## config.mk

```make
export PLATFORM = sky130hd
export DESIGN_NAME = seq_detect_param_flat
export DESIGN_NICKNAME = d
export VERILOG_FILES = /design/src/rtl/seq_detect_param_if.sv /design/src/rtl/seq_detect_param.sv /design/src/flat_wrapper.sv
export SDC_FILE = /design/constraint.sdc
export NUM_CORES = 1
export LEC_CHECK = 0
export BUFFER_PORTS_ARGS = -buffer_cell sky130_fd_sc_hd__buf_2
export CAP_MARGIN = 20
export CORE_MARGIN = 2
export CORE_UTILIZATION = 35
export DETAILED_ROUTE_END_ITERATION = 8
export PLACE_DENSITY = 0.56
export SLEW_MARGIN = 20
export SYNTH_ARGS = -nofsm -noshare
export SYNTH_HDL_FRONTEND = slang
export SYNTH_SLANG_ARGS = --single-unit
```

## constraint.sdc

```tcl
create_clock -name clock -period 2.8 [get_ports clock]
set_input_delay 0.14 -clock clock [delete_from_list [all_inputs] [get_ports clock]]
set_output_delay 0.14 -clock clock [all_outputs]
set_load 0.03 [all_outputs]
```

## src/rtl/seq_detect_param_if.sv

```systemverilog
// Bundle of stream, configuration and result signals for the parametrised
// serial pattern detector.
interface seq_detect_param_if #(
  parameter int MAX_LEN = 8,
  parameter int CNT_W   = 8
);
  localparam int LEN_W = $clog2(MAX_LEN + 1);

  logic               in_valid;
  logic               in_bit;
  logic               cfg_load;
  logic [MAX_LEN-1:0] cfg_pattern;
  logic [LEN_W-1:0]   cfg_len;
  logic               cfg_overlap;
  logic               clear_count;
  logic               match;
  logic [CNT_W-1:0]   match_count;
  logic               armed;

  modport master (
    output in_valid, in_bit, cfg_load, cfg_pattern, cfg_len, cfg_overlap, clear_count,
    input  match, match_count, armed
  );

  modport slave (
    input  in_valid, in_bit, cfg_load, cfg_pattern, cfg_len, cfg_overlap, clear_count,
    output match, match_count, armed
  );
endinterface

```

## src/rtl/seq_detect_param.sv

```systemverilog
// Serial pattern detector with runtime-loadable pattern/length, overlap or
// non-overlap detection and a saturating match counter.
module seq_detect_param #(
  parameter int                 MAX_LEN       = 8,
  parameter int                 CNT_W         = 8,
  parameter logic [MAX_LEN-1:0] RESET_PATTERN = MAX_LEN'(8'b0001_0110),
  parameter int                 RESET_LEN     = 5,
  parameter logic               RESET_OVERLAP = 1'b1
) (
  input  logic                 clock,
  input  logic                 reset,
  seq_detect_param_if.slave    bus
);
  localparam int               LEN_W   = $clog2(MAX_LEN + 1);
  localparam logic [CNT_W-1:0] CNT_MAX = '1;

  function automatic logic [LEN_W-1:0] clamp_len(input logic [LEN_W-1:0] l);
    if (l == '0)                 return LEN_W'(1);
    else if (int'(l) > MAX_LEN)  return LEN_W'(MAX_LEN);
    else                         return l;
  endfunction

  function automatic logic [MAX_LEN-1:0] len_mask(input logic [LEN_W-1:0] l);
    logic [MAX_LEN-1:0] m;
    m = '0;
    for (int i = 0; i < MAX_LEN; i++) m[i] = (i < int'(l));
    return m;
  endfunction

  logic [MAX_LEN-1:0] pat_q, pat_d;
  logic [LEN_W-1:0]   len_q, len_d;
  logic               ovl_q, ovl_d;
  logic [MAX_LEN-1:0] hist_q, hist_d;
  logic [LEN_W-1:0]   fill_q, fill_d;
  logic               match_q, match_d;
  logic [CNT_W-1:0]   cnt_q, cnt_d;

  logic               accept;
  logic [MAX_LEN-1:0] hist_shift;
  logic [LEN_W:0]     fill_inc;
  logic               window_eq;
  logic               hit;

  // The incoming bit is compared together with the stored history, so a hit
  // is flagged on the same edge that accepts the final pattern bit.
  assign accept     = bus.in_valid & ~bus.cfg_load;
  assign hist_shift = {hist_q[MAX_LEN-2:0], bus.in_bit};
  assign fill_inc   = {1'b0, fill_q} + (LEN_W+1)'(1);
  assign window_eq  = ((hist_shift ^ pat_q) & len_mask(len_q)) == '0;
  assign hit        = accept && (fill_inc >= {1'b0, len_q}) && window_eq;

  always_comb begin
    pat_d   = pat_q;
    len_d   = len_q;
    ovl_d   = ovl_q;
    hist_d  = hist_q;
    fill_d  = fill_q;
    match_d = 1'b0;
    cnt_d   = cnt_q;
    if (bus.cfg_load) begin
      pat_d  = bus.cfg_pattern;
      len_d  = clamp_len(bus.cfg_len);
      ovl_d  = bus.cfg_overlap;
      hist_d = '0;
      fill_d = '0;
      cnt_d  = '0;
    end else begin
      if (accept) begin
        hist_d = hist_shift;
        if (hit) begin
          match_d = 1'b1;
          // Non-overlap restarts the fill so no history bit serves two matches.
          fill_d  = ovl_q ? len_q : '0;
        end else if (fill_inc >= {1'b0, len_q}) begin
          fill_d = len_q;
        end else begin
          fill_d = fill_inc[LEN_W-1:0];
        end
      end
      if (bus.clear_count)             cnt_d = hit ? CNT_W'(1) : '0;
      else if (hit && cnt_q != CNT_MAX) cnt_d = cnt_q + CNT_W'(1);
    end
  end

  always_ff @(posedge clock or posedge reset) begin
    if (reset) begin
      pat_q   <= RESET_PATTERN;
      len_q   <= LEN_W'(RESET_LEN);
      ovl_q   <= RESET_OVERLAP;
      hist_q  <= '0;
      fill_q  <= '0;
      match_q <= 1'b0;
      cnt_q   <= '0;
    end else begin
      pat_q   <= pat_d;
      len_q   <= len_d;
      ovl_q   <= ovl_d;
      hist_q  <= hist_d;
      fill_q  <= fill_d;
      match_q <= match_d;
      cnt_q   <= cnt_d;
    end
  end

  assign bus.match       = match_q;
  assign bus.match_count = cnt_q;
  assign bus.armed       = (fill_q >= len_q);
endmodule

```

## src/flat_wrapper.sv

```systemverilog
// flat-port wrapper written by rule: the top's interface ports become plain ports
module seq_detect_param_flat 
#(
  parameter int                 MAX_LEN       = 8,
  parameter int                 CNT_W         = 8,
  parameter logic [MAX_LEN-1:0] RESET_PATTERN = MAX_LEN'(8'b0001_0110),
  parameter int                 RESET_LEN     = 5,
  parameter logic               RESET_OVERLAP = 1'b1
)
  (clock, reset, bus_in_valid, bus_in_bit, bus_cfg_load, bus_cfg_pattern, bus_cfg_len, bus_cfg_overlap, bus_clear_count, bus_match, bus_match_count, bus_armed);
  seq_detect_param_if #(.MAX_LEN(MAX_LEN), .CNT_W(CNT_W)) bus_i ();
  input  logic clock;
  input  logic reset;
  input wire logic [$bits(bus_i.in_valid)-1:0] bus_in_valid;
  input wire logic [$bits(bus_i.in_bit)-1:0] bus_in_bit;
  input wire logic [$bits(bus_i.cfg_load)-1:0] bus_cfg_load;
  input wire logic [$bits(bus_i.cfg_pattern)-1:0] bus_cfg_pattern;
  input wire logic [$bits(bus_i.cfg_len)-1:0] bus_cfg_len;
  input wire logic [$bits(bus_i.cfg_overlap)-1:0] bus_cfg_overlap;
  input wire logic [$bits(bus_i.clear_count)-1:0] bus_clear_count;
  output wire logic [$bits(bus_i.match)-1:0] bus_match;
  output wire logic [$bits(bus_i.match_count)-1:0] bus_match_count;
  output wire logic [$bits(bus_i.armed)-1:0] bus_armed;
  assign bus_i.in_valid = bus_in_valid;
  assign bus_i.in_bit = bus_in_bit;
  assign bus_i.cfg_load = bus_cfg_load;
  assign bus_i.cfg_pattern = bus_cfg_pattern;
  assign bus_i.cfg_len = bus_cfg_len;
  assign bus_i.cfg_overlap = bus_cfg_overlap;
  assign bus_i.clear_count = bus_clear_count;
  assign bus_match = bus_i.match;
  assign bus_match_count = bus_i.match_count;
  assign bus_armed = bus_i.armed;
  seq_detect_param #(.MAX_LEN(MAX_LEN), .CNT_W(CNT_W), .RESET_PATTERN(RESET_PATTERN), .RESET_LEN(RESET_LEN), .RESET_OVERLAP(RESET_OVERLAP)) u_core (.clock(clock), .reset(reset), .bus(bus_i));
endmodule
```

==> results.md, run 1 <==
- Synthesized net count: 215
- Top-Level Pins: 29
- Max_slew headroom: 0.6067
- Hpwl dp: 2741 um
- Area Overhead vs Synth: 16.09%
- Post-synthesis async set-or-reset flop share: 1.000
- Largest area contributor in the netlist: dfrtp_1
- Post-CTS setup repair buffer count: 0
- Peak VDD IR: 0.3618 mV
- Crit-path cells: ha_1 -> ha_1 -> a21bo_2 -> a21oi_1 -> a311oi_1 -> buf_4 -> or4_1 -> o211a_1
- Clk_skew: 0.009717 ns
- Period minus WS final: 2.509 ns
- Worst Setup SP: u_core.fill_q[0]
- DR DRC count: 0
- WP depth: 8
- CP Buf/Inv Count: 1
- Run status: finished, final reports clean
- Synth unique cells: 48
- ANT cells: 0
- Setup violators final: 0
- Hold Crit Class: input port to register
- FF-to-FF Start: u_core.fill_q[0]
- WP data required: 2.98 ns
- First-pass GRT wire length: 6534 um
- Max FO, Critical Path: 14
- Wirelength per Cell: 13.03 um
- Critical-path top delay cell: or4_1
- Final Hold Vio Count: 0
- Total CTS buffers: 5
- Row count: 27
- RR Endpoint: u_core.bus.match_count[6]
- Fmax: 398.5 MHz
- Vias in the first global route: 1421
- Int Pwr: 967.3 uW
- Pwr/cell area: 609.8 nW/um2
- Routed WL: 3780 um
- Total power: 1377 uW
- Layout Nets: 246
- Yosys warns: 0
- Worst path top cell family by delay: compound AO/OA/AOI/OAI gates
- Final Max Tran Viols: 0
- # fillers: 540
- Yosys reg bits: 33
- Syn avg cell area: 10.45 um2
- CTS sink cnt: 33
- 1st-iter DRT viols: 51
- Total GRT Usage: 0.1326
- Clock share of power: 0.332
- Worst Hold Launch: bus_cfg_len[3]
- Clk_lat worst skew: 0.28 ns
- Post-route ant nets: 0
- P_sw: 409.2 uW
- Setup_tns: 0 ns
- Cell Area, Synth: 1944 um2
- Setup crit start kind: register
- GPL Wtd Cong: 0.7669
- Power share of the sequential group: 0.411
- Largest net degree at the start of global routing: 34
- Gr ovfl total: 0
- Comb pwr share: 0.257
- Top post-synthesis cells by area: dfrtp_1, dfstp_2, ha_1, mux2_2, mux2i_1
- CP Capture Type: register
- EDFF count, synth: 0
- Share of post-route cells with drive strength above 1: 0.2661
- Die H: 78.54 um
- Die area: 6168 um2
- Via density: 5.197
- Longest Clk Path Bufs: 2
- Share of the synthesized area in the top cell type: 0.3475
- Root Driver: clkbuf_8
- Worst reg2reg path depth: 8
- Leak: 0.001019 uW
- Post-Synthesis Cells: 186
- Buffers on Ports: 28
- Setup CP Type: register to register
- Post-cts resize count: 0
- R2R Setup Slk: 0.29 ns
- Die width: 78.54 um
- Reg clk slew, reported paths: 0.07 ns
- RSZ-0062 raised after global routing: false
- Slowest stage delay, CP: 0.51 ns
- Routed via count: 1507
- Max-capacitance violation count: 0
- Total core area: 5439 um2
- Initial core utilization: 0.3575
- CP arrival: 2.68 ns
- Register area share after synthesis: 0.4286
- H-tree Lvls: 2
- Hold buffer count at CTS: 1
- DRT Pass-1 Iters: 4
- Worst setup path end: u_core.bus.match_count[6]
- Final period util: 0.8962
- Sw frac: 0.2973
- CTS tree: built
- Most used DFF post-synth: dfrtp_1
- Most used cell, CP: ha_1
- Worst-Margin Slew: 0.5877 ns
- Initial antenna violation count: 0
[flip-flops by register name, indices dropped and copies added (netlist names)]
| name | count |
|---|---|
| u_core.bus.match | 1 |
| u_core.fill_q | 4 |
| u_core.len_q | 4 |
| u_core.pat_q | 8 |
| u_core.hist_q | 7 |
| u_core.ovl_q | 1 |
| u_core.bus.match_count | 8 |
[stage by stage]
step	utilization	std cells	cell area (um2)	hold WS [ns]	setup slack, ns
floorplan	-	186	1944	0.2016	0.5263
CTS	0.4150	290	2257	0.03477	0.3060
detailed placement	0.3918	281	2131	0.2537	0.3211
global route	0.4150	290	2257	0.04715	0.1414
finish	0.4150	290	2257	0.04029	0.2907
global placement	0.3918	281	2131	0.2549	0.3747
[worst min path at each step]
stage	slack, ns	endpoint	cells after the start
floorplan	0.20	u_core.len_q[0]	1
global placement	0.25	u_core.bus.match	3
detailed placement	0.25	u_core.bus.match	3
CTS	0.03	u_core.len_q[0]	2
global route	0.05	u_core.len_q[0]	2
finish	0.04	u_core.len_q[0]	2
[cell type report]
class	count	area, um2	share of cell area
well taps	72	90.09	0.03991
inverters	10	37.54	0.01663
repair buffers	32	172.7	0.07650
clock buffers	7	86.33	0.03825
multi-input cells	135	1007	0.4462
clock inverters	1	30.03	0.01330
flip-flops and latches	33	833.3	0.3692
[metal layers]
layer | GRT usage | up-vias | routed length (um)
met4 | 0.04737 | 0 | 60
met5 | 0 | - | 0
met3 | 0.03103 | 6 | 168
li1 | - | 741 | -
met1 | 0.1781 | 724 | 1816
met2 | 0.2085 | 36 | 1734
[cell usage after synthesis (all sizes together) (2+ instances only)]
library cell  number
nor4               3
o2bb2ai            2
a21oi              3
ha                10
xnor2              5
o31ai              5
a32o               4
nand3              2
a21boi             3
dfrtp             27
mux2i             10
nand2b             4
inv               10
clkbuf             3
o22ai              3
o21ai              6
o22a               2
or3                2
nand2             14
nand4              4
nor2              16
nor3               2
buf                5
mux2               9
xor2               5
or4                4
dfstp              6
[power by group through the flow]
stage | registers (uW) | logic [uW] | clock network [uW]
finish | 565 | 354 | 457
floorplan | 559 | 283 | 0
global placement | 572 | 350 | 0
detailed placement | 574 | 354 | 0
global route | 573 | 404 | 490
CTS | 565 | 355 | 469
[placed cells by master, fill, tap and decap left out, drive strengths merged, types with 7 or more instances in the layout]
cell type  count
buf           31
clkbuf         7
dfrtp         27
ha            10
inv           10
mux2           9
mux2i         10
nand2         14
nor2          16
[cell families after synthesis]
kind of cell	Yosys count	share of synthesized area
AND/OR/NAND/NOR	57	0.1474
AO/OA/AOI/OAI	39	0.1577
flip-flops	33	0.4286
multiplexers	19	0.1036
buffers and inverters	18	0.05341
XOR/XNOR	10	0.04504
adder cells (fa/ha/maj)	10	0.06435
Power figures use the tool's default switching activity.
==> run 2, diff against run 1 <==
==> constraint.sdc (replaced) <==
create_clock -name clock -period 2.8 [get_ports clock]
set_input_delay 0.84 -clock clock [delete_from_list [all_inputs] [get_ports clock]]
set_output_delay 0.84 -clock clock [all_outputs]
set_load 0.03 [all_outputs]
==> run 2 against run 1 <==
Compared with the run above: sequential power about the same; register-to-register slack worse by 0.03 ns; clock skew down 0.0031 ns; sequential cell count unchanged; fmax down 4.6%; critical endpoint is now bus_armed; highest routed layer unchanged.
==> results.md, run 2 (synthesis gave the netlist of run 1 again) <==
- CP Capture Type: output port
- Hpwl dp: 2723 um (-0.64%)
- Critical-path top delay cell: dfstp_2
- Largest net degree at the start of global routing: 34 (unchanged)
- Max FO, Critical Path: 9 (-5)
- Peak VDD IR: 0.4544 mV (+26%)
- Total CTS buffers: 5 (unchanged)
- Die width: 78.54 um (unchanged)
- Final WS setup: 0.1710 ns (-0.1198 ns)
- Final Max Tran Viols: 0 (unchanged)
- Final core utilization: 0.4168 (+0.001840)
- CTS sink cnt: 33 (unchanged)
- Pwr/cell area: 611.4 nW/um2 (+0.26%)
- Wirelength per Cell: 13.04 um (about the same)
- Period minus WS final: 2.629 ns (+0.1198 ns)
- ANT cells: 0 (unchanged)
- Total core area: 5439 um2 (unchanged)
- Crit-path cells: inv_1 -> ha_1 -> nor2b_1 -> o21ai_0 -> nand2b_1 -> buf_2
- Layout Nets: 247 (+0.41%)
- Routed via count: 1488 (-1.3%)
- Row count: 27 (unchanged)
- Post-route ant nets: 0 (unchanged)
- Max_slew headroom: 0.6418 (+0.03501)
- FF-to-FF Start: u_core.fill_q[0]
- Initial core utilization: 0.3575 (unchanged)
- Setup CP Type: register to output port
- Post-place setup slack: 0.2623 ns (-0.05887 ns)
- DRT Pass-1 Iters: 6 (+2)
- Routed WL: 3794 um (+0.37%)
- Initial antenna violation count: 0 (unchanged)
- R2R Setup Slk: 0.26 ns (-0.03 ns)
- RSZ-0062 raised after global routing: false
- Setup_tns: 0 ns (unchanged)
- RR Endpoint: u_core.bus.match_count[6]
- CTS tree: built
- Vias in the first global route: 1379 (-3.0%)
- Hold Crit Class: register to register
- Gr ovfl total: 0 (unchanged)
- Setup violators final: 0 (unchanged)
- Setup crit start kind: register
- Top-Level Pins: 29 (unchanged)
- Run status: finished, final reports clean
- Fmax: 380.4 MHz (-4.6%)
- 1st-iter DRT viols: 12 (-76%)
- Final period util: 0.9389 (+0.04278)
- Reg clk slew, reported paths: 0.07 ns (about the same)
- First-pass GRT wire length: 6410 um (-1.9%)
- Worst reg2reg path depth: 8 (unchanged)
- Die H: 78.54 um (unchanged)
- Clk_skew: 0.006637 ns (-0.003080 ns)
- Longest Clk Path Bufs: 2 (unchanged)
- Slowest stage delay, CP: 0.62 ns (+0.11 ns)
- Worst-Margin Slew: 0.5374 ns (-0.05034 ns)
- H-tree Lvls: 2 (unchanged)
- Die area: 6168 um2 (unchanged)
- Total power: 1386 uW (+0.70%)
- Final Hold Vio Count: 0 (unchanged)
- Total GRT Usage: 0.1285 (-0.004094)
- Cell Area, Placed: 2138 um2 (+0.35%)
- Share of post-route cells with drive strength above 1: 0.2831 (+0.01705)
- Max-capacitance violation count: 0 (unchanged)
- GPL Wtd Cong: 0.7600 (-0.90%)
- Worst Setup SP: u_core.len_q[2]
- Leak: 0.001022 uW (+0.32%)
- Most frequent cells in the layout: buf_2, dfrtp_1, nor2_1
- CP arrival: 1.79 ns (-0.89 ns)
- Root Driver: clkbuf_8
- Area Overhead vs Synth: 16.60%
- Worst path top cell family by delay: flip-flops
- DR DRC count: 0 (unchanged)
- WP depth: 6 (-2)
- Commonest non-fill, non-tap cell in the layout: buf_2
- Via density: 5.113 (-1.6%)
- Buffers on Ports: 28 (unchanged)
- Worst setup path end: bus_armed
- Worst Hold Depth: 1 (-1)
- WP data required: 1.96 ns (-1.02 ns)
- CP Buf/Inv Count: 2 (+1)
- Post-route cell area: 2267 um2 (+0.44%)
- Clk_lat worst skew: 0.28 ns (about the same)
run 2: cell types whose count changed in the layout (fill, tap and decap cells not counted):
cell,delta
clkbuf_1,-1
dfrtp_1,-1
clkinvlp_4,+1
dlygate4sd3_1,-1
dfrtp_2,+1
buf_4,+2
run 2: worst min path at each step:
| stage | startpoint | to | slack (ns) |
|---|---|---|---|
| after global placement | u_core.pat_q[6] | u_core.pat_q[6] | 0.52 |
| after detailed placement | u_core.pat_q[7] | u_core.pat_q[7] | 0.53 |
| final | u_core.pat_q[0] | u_core.pat_q[0] | 0.54 |
| after CTS | u_core.pat_q[7] | u_core.pat_q[7] | 0.55 |
| after floorplan | u_core.pat_q[7] | u_core.pat_q[7] | 0.50 |
| after global routing | u_core.pat_q[7] | u_core.pat_q[7] | 0.56 |
run 2: report_power, final:
part | switching (uW) | total (uW) | internal (uW)
registers | 45.2 | 564 | 519
logic | 194 | 355 | 160
clock network | 178 | 467 | 289
total | 418 | 1390 | 968
run 2: what timing repair did:
| item | in CTS | in global routing |
|---|---|---|
| hold buffers | 0 | 0 |
| gates resized for setup | 0 | 1 |
| endpoints found under the hold margin | 0 | 0 |
| endpoints found under the setup margin | 0 | 1 |
| setup buffers | 0 | 1 |
run 2: area by class of cell:
| class | count | area (um2) |
|---|---|---|
| Clock buffer | 6 | 82.58 |
| Timing Repair Buffer | 33 | 177.7 |
| Sequential cell | 33 | 834.6 |
| Tap cell | 72 | 90.09 |
| Fill cell | 536 | 3172 |
| Inverter | 10 | 37.54 |
| Clock inverter | 2 | 37.54 |
| Multi-Input combinational cell | 135 | 1007 |
run 2: through the flow:
stage,cells,hold WS (ns)
4_1_cts,290,0.5462
3_3_place_gp,282,0.5229
6_report,291,0.5395
2_1_floorplan,186,0.5010
5_1_grt,291,0.5629
3_5_place_dp,282,0.5294
run 2: worst register-to-register path: stages (launching register included):
cell,delay (ns)
dfrtp_2,0.44
ha_1,0.33
ha_1,0.27
a21bo_2,0.21
a21oi_1,0.17
a311oi_1,0.08
buf_4,0.20
or4_1,0.51
o211a_1,0.22
run 2: per-layer routing:
layer | vias to the layer above | track usage | routed length, um
met5 | - | 0 | 0
met4 | 0 | 0.04211 | 46
met3 | 4 | 0.03218 | 121
met2 | 28 | 0.2026 | 1756
met1 | 709 | 0.1722 | 1870
li1 | 747 | - | -
==> run 3, diff against run 2 <==
Settings changed: CORE_UTILIZATION 35 to 44, PLACE_DENSITY 0.56 to 0.67.
==> run 3 against run 2 <==
Compared with the run above: sequential cell count unchanged; global-route usage increased by 3.2 points; wire length down 4.6%; highest routed layer unchanged; critical path type unchanged.
==> results.md, run 3 (synthesis gave the netlist of run 1 again) <==
- Run status: finished, final reports clean
- Final WS setup: 0.1503 ns (-0.02070 ns)
- Post-route ant nets: 0 (unchanged)
- Placed cell count: 262 (-7.1%)
- Root Driver: clkbuf_8
- Wirelength per Cell: 13.31 um (+2.1%)
- Buffers on Ports: 28 (unchanged)
- Hold Crit Class: register to register
- Total GRT Usage: 0.1609 (+0.03241)
- CTS tree: built
- Total CTS buffers: 5 (unchanged)
- Vias in the first global route: 1410 (+2.2%)
- 1st-iter DRT viols: 50 (+38)
- Initial core utilization: 0.4528 (+0.09531)
- Worst-Margin Slew: 0.5528 ns (+0.01547 ns)
- CP Capture Type: output port
- CP arrival: 1.81 ns (+0.02 ns)
- Setup violators final: 0 (unchanged)
- Via density: 5.404 (+5.7%)
- Commonest non-fill, non-tap cell in the layout: buf_2
- H-tree Lvls: 2 (unchanged)
- Post-place setup slack: 0.2580 ns (-0.004260 ns)
- Pwr/cell area: 643.6 nW/um2 (+5.3%)
- Die width: 70.48 um (-10%)
- DRT Pass-1 Iters: 4 (-2)
- Top-Level Pins: 29 (unchanged)
- Leak: 0.001040 uW (+1.7%)
- Final period util: 0.9463 (+0.007391)
- Post-route insts no fill: 272 (-6.5%)
- Critical-path top delay cell: dfstp_2
- Slowest stage delay, CP: 0.63 ns (about the same)
- Layout Nets: 248 (+0.40%)
- Hold buffer count at CTS: 0 (unchanged)
- Row count: 24 (-11%)
- Longest Clk Path Bufs: 2 (unchanged)
- Min Hold Slack: 0.5300 ns (-0.009435 ns)
- Max FO, Critical Path: 9 (unchanged)
- Setup CP Type: register to output port
- Crit-path cells: inv_1 -> ha_1 -> nor2b_1 -> o21ai_1 -> nand2b_1 -> buf_2
- Setup crit start kind: register
- Die H: 70.48 um (-10%)
- Total core area: 4294 um2 (-21%)
- Reg clk slew, reported paths: 0.07 ns (about the same)
- WP data required: 1.96 ns (about the same)
- Max-capacitance violation count: 0 (unchanged)
- GPL Wtd Cong: 0.7627 (+0.36%)
- Peak VDD IR: 0.3692 mV (-19%)
- Gr ovfl total: 0 (unchanged)
- Clk_lat worst skew: 0.29 ns (about the same)
- DR DRC count: 0 (unchanged)
- ANT cells: 0 (unchanged)
- Most frequent cells in the layout: buf_2, dfrtp_1, nor2_1
- Hpwl dp: 2667 um (-2.1%)
- Routed via count: 1470 (-1.2%)
- First-pass GRT wire length: 6354 um (-0.87%)
- Largest net degree at the start of global routing: 34 (unchanged)
- Die area: 4967 um2 (-19%)
- Clk_skew: 0.007626 ns (+0.0009890 ns)
- Initial antenna violation count: 0 (unchanged)
- Routed WL: 3620 um (-4.6%)
- CTS sink cnt: 33 (unchanged)
- Period minus WS final: 2.650 ns (+0.02069 ns)
- Final Hold Vio Count: 0 (unchanged)
- Final Max Tran Viols: 0 (unchanged)
- Share of post-route cells with drive strength above 1: 0.2818 (-0.001287)
- Max_slew headroom: 0.6301 (-0.01167)
- Fmax: 377.4 MHz (-0.78%)
- Area Overhead vs Synth: 16.34%
[run 3: worst max-delay path: cells and delay by family (launching register included)]
family | cells | cell delay (ns)
compound gates | 1 | 0.14
fa+ha+maj | 1 | 0.28
buf+inv | 2 | 0.29
flops | 1 | 0.63
simple gates | 2 | 0.19
[run 3: worst paths after layout]
check                                  from                        end  slack (ns)  cells past startpoint
setup / recovery            u_core.len_q[2]                  bus_armed        0.15                      6
hold reg to reg             u_core.pat_q[6]            u_core.pat_q[6]        0.53                      1
min in group asynchronous             reset  u_core.bus.match_count[6]        0.62                      3
hold / removal              u_core.pat_q[6]            u_core.pat_q[6]        0.53                      1
setup reg to reg           u_core.fill_q[0]  u_core.bus.match_count[6]        0.17                      9
max in group asynchronous             reset            u_core.len_q[0]        1.84                      3
[run 3: timing repair]
| action | 4_1_cts | 5_1_grt |
|---|---|---|
| setup buffers | 0 | 2 |
| gates resized for setup | 0 | 1 |
| setup endpoints to repair | 0 | 1 |
[run 3: power by group]
part,internal [uW],switching (uW)
clock,353,176
sequential,518,43.9
combinational,167,198
[run 3: stage by stage]
stage          cell area (um2)  utilization  total power (uW)   TNS (ns)
6_report                  2262       0.5268              1456          0
5_1_grt                   2262       0.5268              1541  -0.007548
4_1_cts                   2247       0.5233              1459          0
3_5_place_dp              2113       0.4921             926.2          0
3_3_place_gp              2113       0.4921             921.8          0
2_1_floorplan             1944            -             842.3          0
[run 3: layout make-up]
cell class,instances,area [um2]
Clock inverter,3,65.06
Sequential cell,33,833.3
Inverter,10,37.54
Fill cell,392,2032
Tap cell,52,65.06
Timing Repair Buffer,34,185.2
Clock buffer,5,68.82
Multi-Input combinational cell,135,1007
[run 3: per-layer routing]
layer	GRT usage	wire length, um
met3	0.04329	121
met5	0	0
met2	0.2495	1711
met4	0.05128	47
met1	0.2188	1740
